--- src/rtl/wb_retire_stage.sv ---
// Write-back/retire stage: one-entry pipeline register, exception cause resolution, flush sequencing.
// Optional WB_SOFT_INT_EN adds a soft_int input folded into exception source 0.
//   state  | meaning
//   RUN    | normal flow; retire or detect a trapping head
//   HOLD   | trapping head waiting for the I-cache to go idle
//   FLUSH  | one-cycle excp/ertn flush pulse, head dropped
module wb_retire_stage #(
    parameter int DATA_W    = 32,
    parameter int PAYLOAD_W = 128,
    parameter int EXCP_N    = 16,
    parameter logic [EXCP_N*6-1:0] ECODE_TABLE = {
        6'h01, 6'h02, 6'h07, 6'h04, 6'h3F, 6'h08, 6'h09, 6'h0E,
        6'h0D, 6'h0C, 6'h0B, 6'h07, 6'h03, 6'h3F, 6'h08, 6'h00},
    parameter logic [EXCP_N*9-1:0] ESUB_TABLE = {{5{9'd0}}, 9'd1, {10{9'd0}}},
    parameter logic [EXCP_N*2-1:0] BADV_SEL = {{7{2'd1}}, {4{2'd0}}, {4{2'd2}}, 2'd0},
    parameter logic [EXCP_N-1:0]   TLB_MASK    = 16'hF81C,
    parameter logic [EXCP_N-1:0]   REFILL_MASK = 16'h0804
) (
    input  logic                 clk,
    input  logic                 reset,
    input  logic                 icache_busy,
`ifdef WB_SOFT_INT_EN
    input  logic                 soft_int,
`endif
    input  logic                 left_valid,
    output logic                 left_ready,
    input  logic [DATA_W-1:0]    in_pc,
    input  logic [DATA_W-1:0]    in_mem_addr,
    input  logic                 in_wreg_en,
    input  logic [4:0]           in_wreg_idx,
    input  logic [DATA_W-1:0]    in_wdata,
    input  logic [EXCP_N-1:0]    in_excp,
    input  logic                 in_ertn,
    input  logic [PAYLOAD_W-1:0] in_payload,
    output logic                 right_valid,
    input  logic                 right_ready,
    output logic [PAYLOAD_W-1:0] out_payload,
    output logic                 rf_we,
    output logic [4:0]           rf_waddr,
    output logic [DATA_W-1:0]    rf_wdata,
    output logic [DATA_W+5:0]    wb_bypass,
    output logic                 excp_flush,
    output logic                 ertn_flush,
    output logic [DATA_W-1:0]    excp_era,
    output logic [5:0]           ecode,
    output logic [8:0]           esubcode,
    output logic [DATA_W-1:0]    badv,
    output logic                 badv_valid,
    output logic                 excp_tlb,
    output logic                 excp_tlbrefill,
    output logic                 stall
);

    typedef enum logic [1:0] {S_RUN, S_HOLD, S_FLUSH} state_t;

    state_t                state_q, state_d;
    logic                  valid_q;
    logic [DATA_W-1:0]     pc_q, mem_addr_q, wdata_q;
    logic                  wreg_en_q, ertn_q;
    logic [4:0]            wreg_idx_q;
    logic [EXCP_N-1:0]     excp_q, excp_eff;
    logic [PAYLOAD_W-1:0]  payload_q;

    logic                  trapping, has_excp, accept, retire;
    logic [5:0]            ecode_sel;
    logic [8:0]            esub_sel;
    logic [1:0]            bsel;
    logic                  tlb_sel, refill_sel;

    always_comb begin
        excp_eff = excp_q;
`ifdef WB_SOFT_INT_EN
        excp_eff[0] = excp_q[0] | soft_int;
`endif
    end

    assign has_excp = |excp_eff;
    assign trapping = valid_q & (has_excp | ertn_q);

    // Walk from the lowest-priority source down so the lowest set bit wins.
    always_comb begin
        ecode_sel  = '0;
        esub_sel   = '0;
        bsel       = '0;
        tlb_sel    = 1'b0;
        refill_sel = 1'b0;
        for (int i = EXCP_N - 1; i >= 0; i--) begin
            if (excp_eff[i]) begin
                ecode_sel  = ECODE_TABLE[i*6 +: 6];
                esub_sel   = ESUB_TABLE[i*9 +: 9];
                bsel       = BADV_SEL[i*2 +: 2];
                tlb_sel    = TLB_MASK[i];
                refill_sel = REFILL_MASK[i];
            end
        end
`ifdef WB_SOFT_INT_EN
        if (soft_int) bsel = '0;
`endif
    end

    assign ecode          = trapping ? ecode_sel : '0;
    assign esubcode       = trapping ? esub_sel : '0;
    assign badv_valid     = trapping & (bsel != 2'd0);
    assign badv           = !badv_valid ? '0 : (bsel == 2'd1) ? mem_addr_q : pc_q;
    assign excp_tlb       = trapping & tlb_sel;
    assign excp_tlbrefill = trapping & refill_sel;

    always_comb begin
        state_d     = state_q;
        left_ready  = 1'b0;
        right_valid = 1'b0;
        stall       = 1'b0;
        excp_flush  = 1'b0;
        ertn_flush  = 1'b0;
        case (state_q)
            S_RUN: begin
                if (trapping) begin
                    stall   = icache_busy;
                    state_d = icache_busy ? S_HOLD : S_FLUSH;
                end else begin
                    right_valid = valid_q;
                    left_ready  = !valid_q | right_ready;
                end
            end
            S_HOLD: begin
                stall = 1'b1;
                if (!icache_busy) state_d = S_FLUSH;
            end
            S_FLUSH: begin
                excp_flush = valid_q & has_excp;
                ertn_flush = valid_q & !has_excp & ertn_q;
                state_d    = S_RUN;
            end
            default: state_d = S_RUN;
        endcase
    end

    assign accept      = left_valid & left_ready;
    assign retire      = right_valid & right_ready;
    assign excp_era    = (excp_flush | ertn_flush) ? pc_q : '0;
    assign rf_we       = right_valid & wreg_en_q;
    assign rf_waddr    = wreg_idx_q;
    assign rf_wdata    = wdata_q;
    assign wb_bypass   = {rf_wdata, rf_waddr, rf_we};
    assign out_payload = payload_q;

    always_ff @(posedge clk) begin
        if (reset) begin
            state_q    <= S_RUN;
            valid_q    <= 1'b0;
            pc_q       <= '0;
            mem_addr_q <= '0;
            wdata_q    <= '0;
            wreg_en_q  <= 1'b0;
            wreg_idx_q <= '0;
            excp_q     <= '0;
            ertn_q     <= 1'b0;
            payload_q  <= '0;
        end else begin
            state_q <= state_d;
            if (accept) begin
                valid_q    <= 1'b1;
                pc_q       <= in_pc;
                mem_addr_q <= in_mem_addr;
                wdata_q    <= in_wdata;
                wreg_en_q  <= in_wreg_en;
                wreg_idx_q <= in_wreg_idx;
                excp_q     <= in_excp;
                ertn_q     <= in_ertn;
                payload_q  <= in_payload;
            end else if (state_q == S_FLUSH || retire) begin
                valid_q <= 1'b0;
            end
        end
    end

endmodule

--- config.mk ---
export PLATFORM = sky130hd
export DESIGN_NAME = wb_retire_stage
export DESIGN_NICKNAME = d
export VERILOG_FILES = /design/src/rtl/wb_retire_stage.sv
export SDC_FILE = /design/constraint.sdc
export NUM_CORES = 1
export LEC_CHECK = 0
export BUFFER_PORTS_ARGS = -buffer_cell sky130_fd_sc_hd__buf_2
export CAP_MARGIN = 0
export CORE_AREA = 2 2 214 216
export DETAILED_ROUTE_END_ITERATION = 16
export DIE_AREA = 0 0 216 218
export SLEW_MARGIN = 20
export SYNTH_ARGS = -nofsm -noshare
export SYNTH_HDL_FRONTEND = slang
export SYNTH_SLANG_ARGS = --single-unit
--- constraint.sdc ---
create_clock -name clk -period 2.6 [get_ports clk]
set_input_delay 0.26 -clock clk [delete_from_list [all_inputs] [get_ports clk]]
set_output_delay 0.26 -clock clk [all_outputs]
set_load 0.02 [all_outputs]
==> results.toml <==
[power]
p_leak_uw = 0.009011
power_density_nw_per_um2 = 603.9
peakVddDrop_v = 0.0004927
fin_total_pwr_uw = 11990

[worst_setup_path]
critPathMaxFanout = 14
path_cells = "or3_4, or3_4, nand2b_4, bufbuf_16, o22ai_1, nor2_1, buf_4"
critPathMaxStageDelay_ns = 0.43
cp-end-kind = "primary output"
cp_slowest_cell = "or3_4"
cpLargestDelayFamily = "simple AND/OR/NAND/NOR gates"
required_ns = 2.34
cp_data_arrival_time_ns = 2.55
path_buf_inv = 2
crit_top_cell = "or3_4"
path_class = "register to primary output"
start_kind = "register"

[placed_design]
post-place-ws_ns = 0.1971
gp_congestion = 0.8132
dp_cells = 2340
dp_hpwl_um = 28890
placed_area_sq_um = 15530
portBuffers = 534

[yosys]
synthFlopType = "dfxtp_1"
synth-seq-area-share_pct = 40.10
synthArstFlopShare_pct = 0
yosys.area.top_type_share_pct = 40.10
synth-seq-cells = 250
synth_area_sq_um = 12480
synth_area_leader_cell = "dfxtp_1"
yosysMostFrequentCell = "nand2b_1"
synth_common_cells = "nand2b_1 (495), dfxtp_1 (250), mux2i_1 (247), clkbuf_1 (65), buf_4 (49)"
synth_area_leaders = "dfxtp_1 (40%), nand2b_1 (25%), mux2i_1 (20%)"
syn_avg_cell_area_sq_um = 9.570
synth_edf_count = 0
synth_cells = 1304
ys_warn_count = 0
synthDistinctLibCells = 40

[clocking]
cts.htree.levels = 1
clock_latency_ns = 0.57
cts_buffer_depth = 3
cts-buffers-inserted = 29
clock_sinks = 250
tritoncts = "done"
root_buffer = "clkbuf_16"
cts.clk_slew.worst_paths_ns = 0.06

[timing]
setup_ws_ns = -0.2082
finalCritPeriodShare_pct = 108.0
hold_viol_final = 0
fin_crit_ns = 2.808
rsz0062_at_grt = "true"
finalClockSkew_ns = 0.02093
slew_violations = 0
worstMarginPinSlew_ns = 0.8324
hold-worst-slack_ns = 0.02166
fmax_mhz = 356.1
finalSetupViolations = 70
slew-limit-headroom_pct = 44.51

[run_status]
status = "complete, but fails checks"
violations = "negative setup slack"

[die]
core_area_sq_um = 44890
dieArea_sq_um = 47090
fp.dieW_um = 216
start_util_pct = 27.80
num_io_pins = 543
die_height_um = 218
row_count = 78

[routing]
avgRoutedWirePerCell_um = 16.69
drt_pre_antenna_iters = 4
drc = 0
drtIter0Drc = 565
ant_nets = 0
vias_per_cell = 4.367
via_count = 11630
wirelength_um = 44440

[grt]
grtUsageTotal_pct = 17.43
grt_pass1_vias = 11830
gr-total-overflow = 0
grt_pass1_wl_um = 65160
antenna_found_initial = 7
grt_max_degree = 162

[final_layout]
drive_gt1_share_pct = 34.74
instances_no_fill = 2662
fin_area_sq_um = 19860
syn_to_final_growth_pct = 59.14
final_nets = 2291

[run]
cap_violations = 0

[worst_hold_path]
hold_class = "input pin to register"
==> repair_timing <==
action                                 4_1_cts  5_1_grt
resized for setup                           86      111
setup endpoints to repair                   76      218
buffers inserted                            16        9
pin swaps                                   12       10
gates cloned                                 5        4
hold buffers                               240        0
endpoints found under the hold margin      241        0
==> where the power goes <==
part           internal (uW)  switching (uW)  leakage, uW
logic                   1700            1800      0.00650
clock network           2390            1670     0.000458
registers               4180             261      0.00205
total                   8270            3730      0.00901
==> placed cells by master, fill, tap and decap left out, types with 4 or more instances in the layout <==
cell type and count:
buf_4 43, o22ai_2 6, clkbuf_16 35, dfxtp_1 244
nand2b_1 494, dfxtp_2 5, buf_6 49, nor2_1 28
clkbuf_8 9, and2_4 25, nor2_2 10, and2_1 8
o21ai_0 4, conb_1 8, a21oi_1 5, dlygate4sd3_1 240
o22ai_1 26, inv_1 5, nand2_1 4, diode_2 4
mux2i_1 247, clkbuf_1 8, buf_2 477, buf_12 21
==> logic make-up after synthesis <==
family | synth area share (%)
AND/OR/NAND/NOR | 29.25
flip-flops | 40.10
multiplexers | 19.81
buffers and inverters | 7.860
AO/OA/AOI/OAI | 2.948
other | 0.03005
==> state kept, by name (all words and copies together) (netlist names) <==
register     cells
rf_wdata        32
state_q          2
rf_waddr         5
ertn_q           1
mem_addr_q      32
valid_q          1
excp_eff        16
wreg_en_q        1
pc_q            32
out_payload    128
==> worst paths after layout <==
kind	slack (ns)	from	cells after the start	endpoint
setup / recovery	-0.21	excp_eff[13]	7	badv[13]
hold / removal	0.02	in_excp[15]	3	excp_eff[15]
setup reg to reg	0.07	excp_eff[13]	9	pc_q[14]
hold reg to reg	0.47	out_payload[107]	2	out_payload[107]
==> stage by stage <==
stage / TNS [ns] / util, %
6_report: -11.53 / 44.24
3_3_place_gp: 0 / 34.58
2_1_floorplan: 0 / -
5_1_grt: -18.08 / 44.23
3_5_place_dp: 0 / 34.58
4_1_cts: -12.79 / 43.26
==> tightest hold or removal path, delay by kind of cell <==
family        cells  cell delay, ns
mux               1            0.08
buf+inv           1            0.10
simple gates      1            0.10
==> layer usage <==
metal  up-vias  track usage, %  part of all wire (%)
met2       482           31.88                    50
met3        82           3.961                   7.1
li1       5674               -                     -
met5         -               0                 0.095
met1      5381           19.91                    40
met4         6           5.959                   3.1
==> layout make-up <==
type	count	area (sq um)
Inverter	5	18.77
Multi-Input combinational cell	912	6785
Clock buffer	46	879.6
Clock inverter	4	48.80
Timing Repair Buffer	841	6352
Fill cell	4155	25030
Tap cell	600	750.7
Antenna cell	4	10.01
Sequential cell	250	5015
No activity file was read; power rests on OpenSTA's default activity.
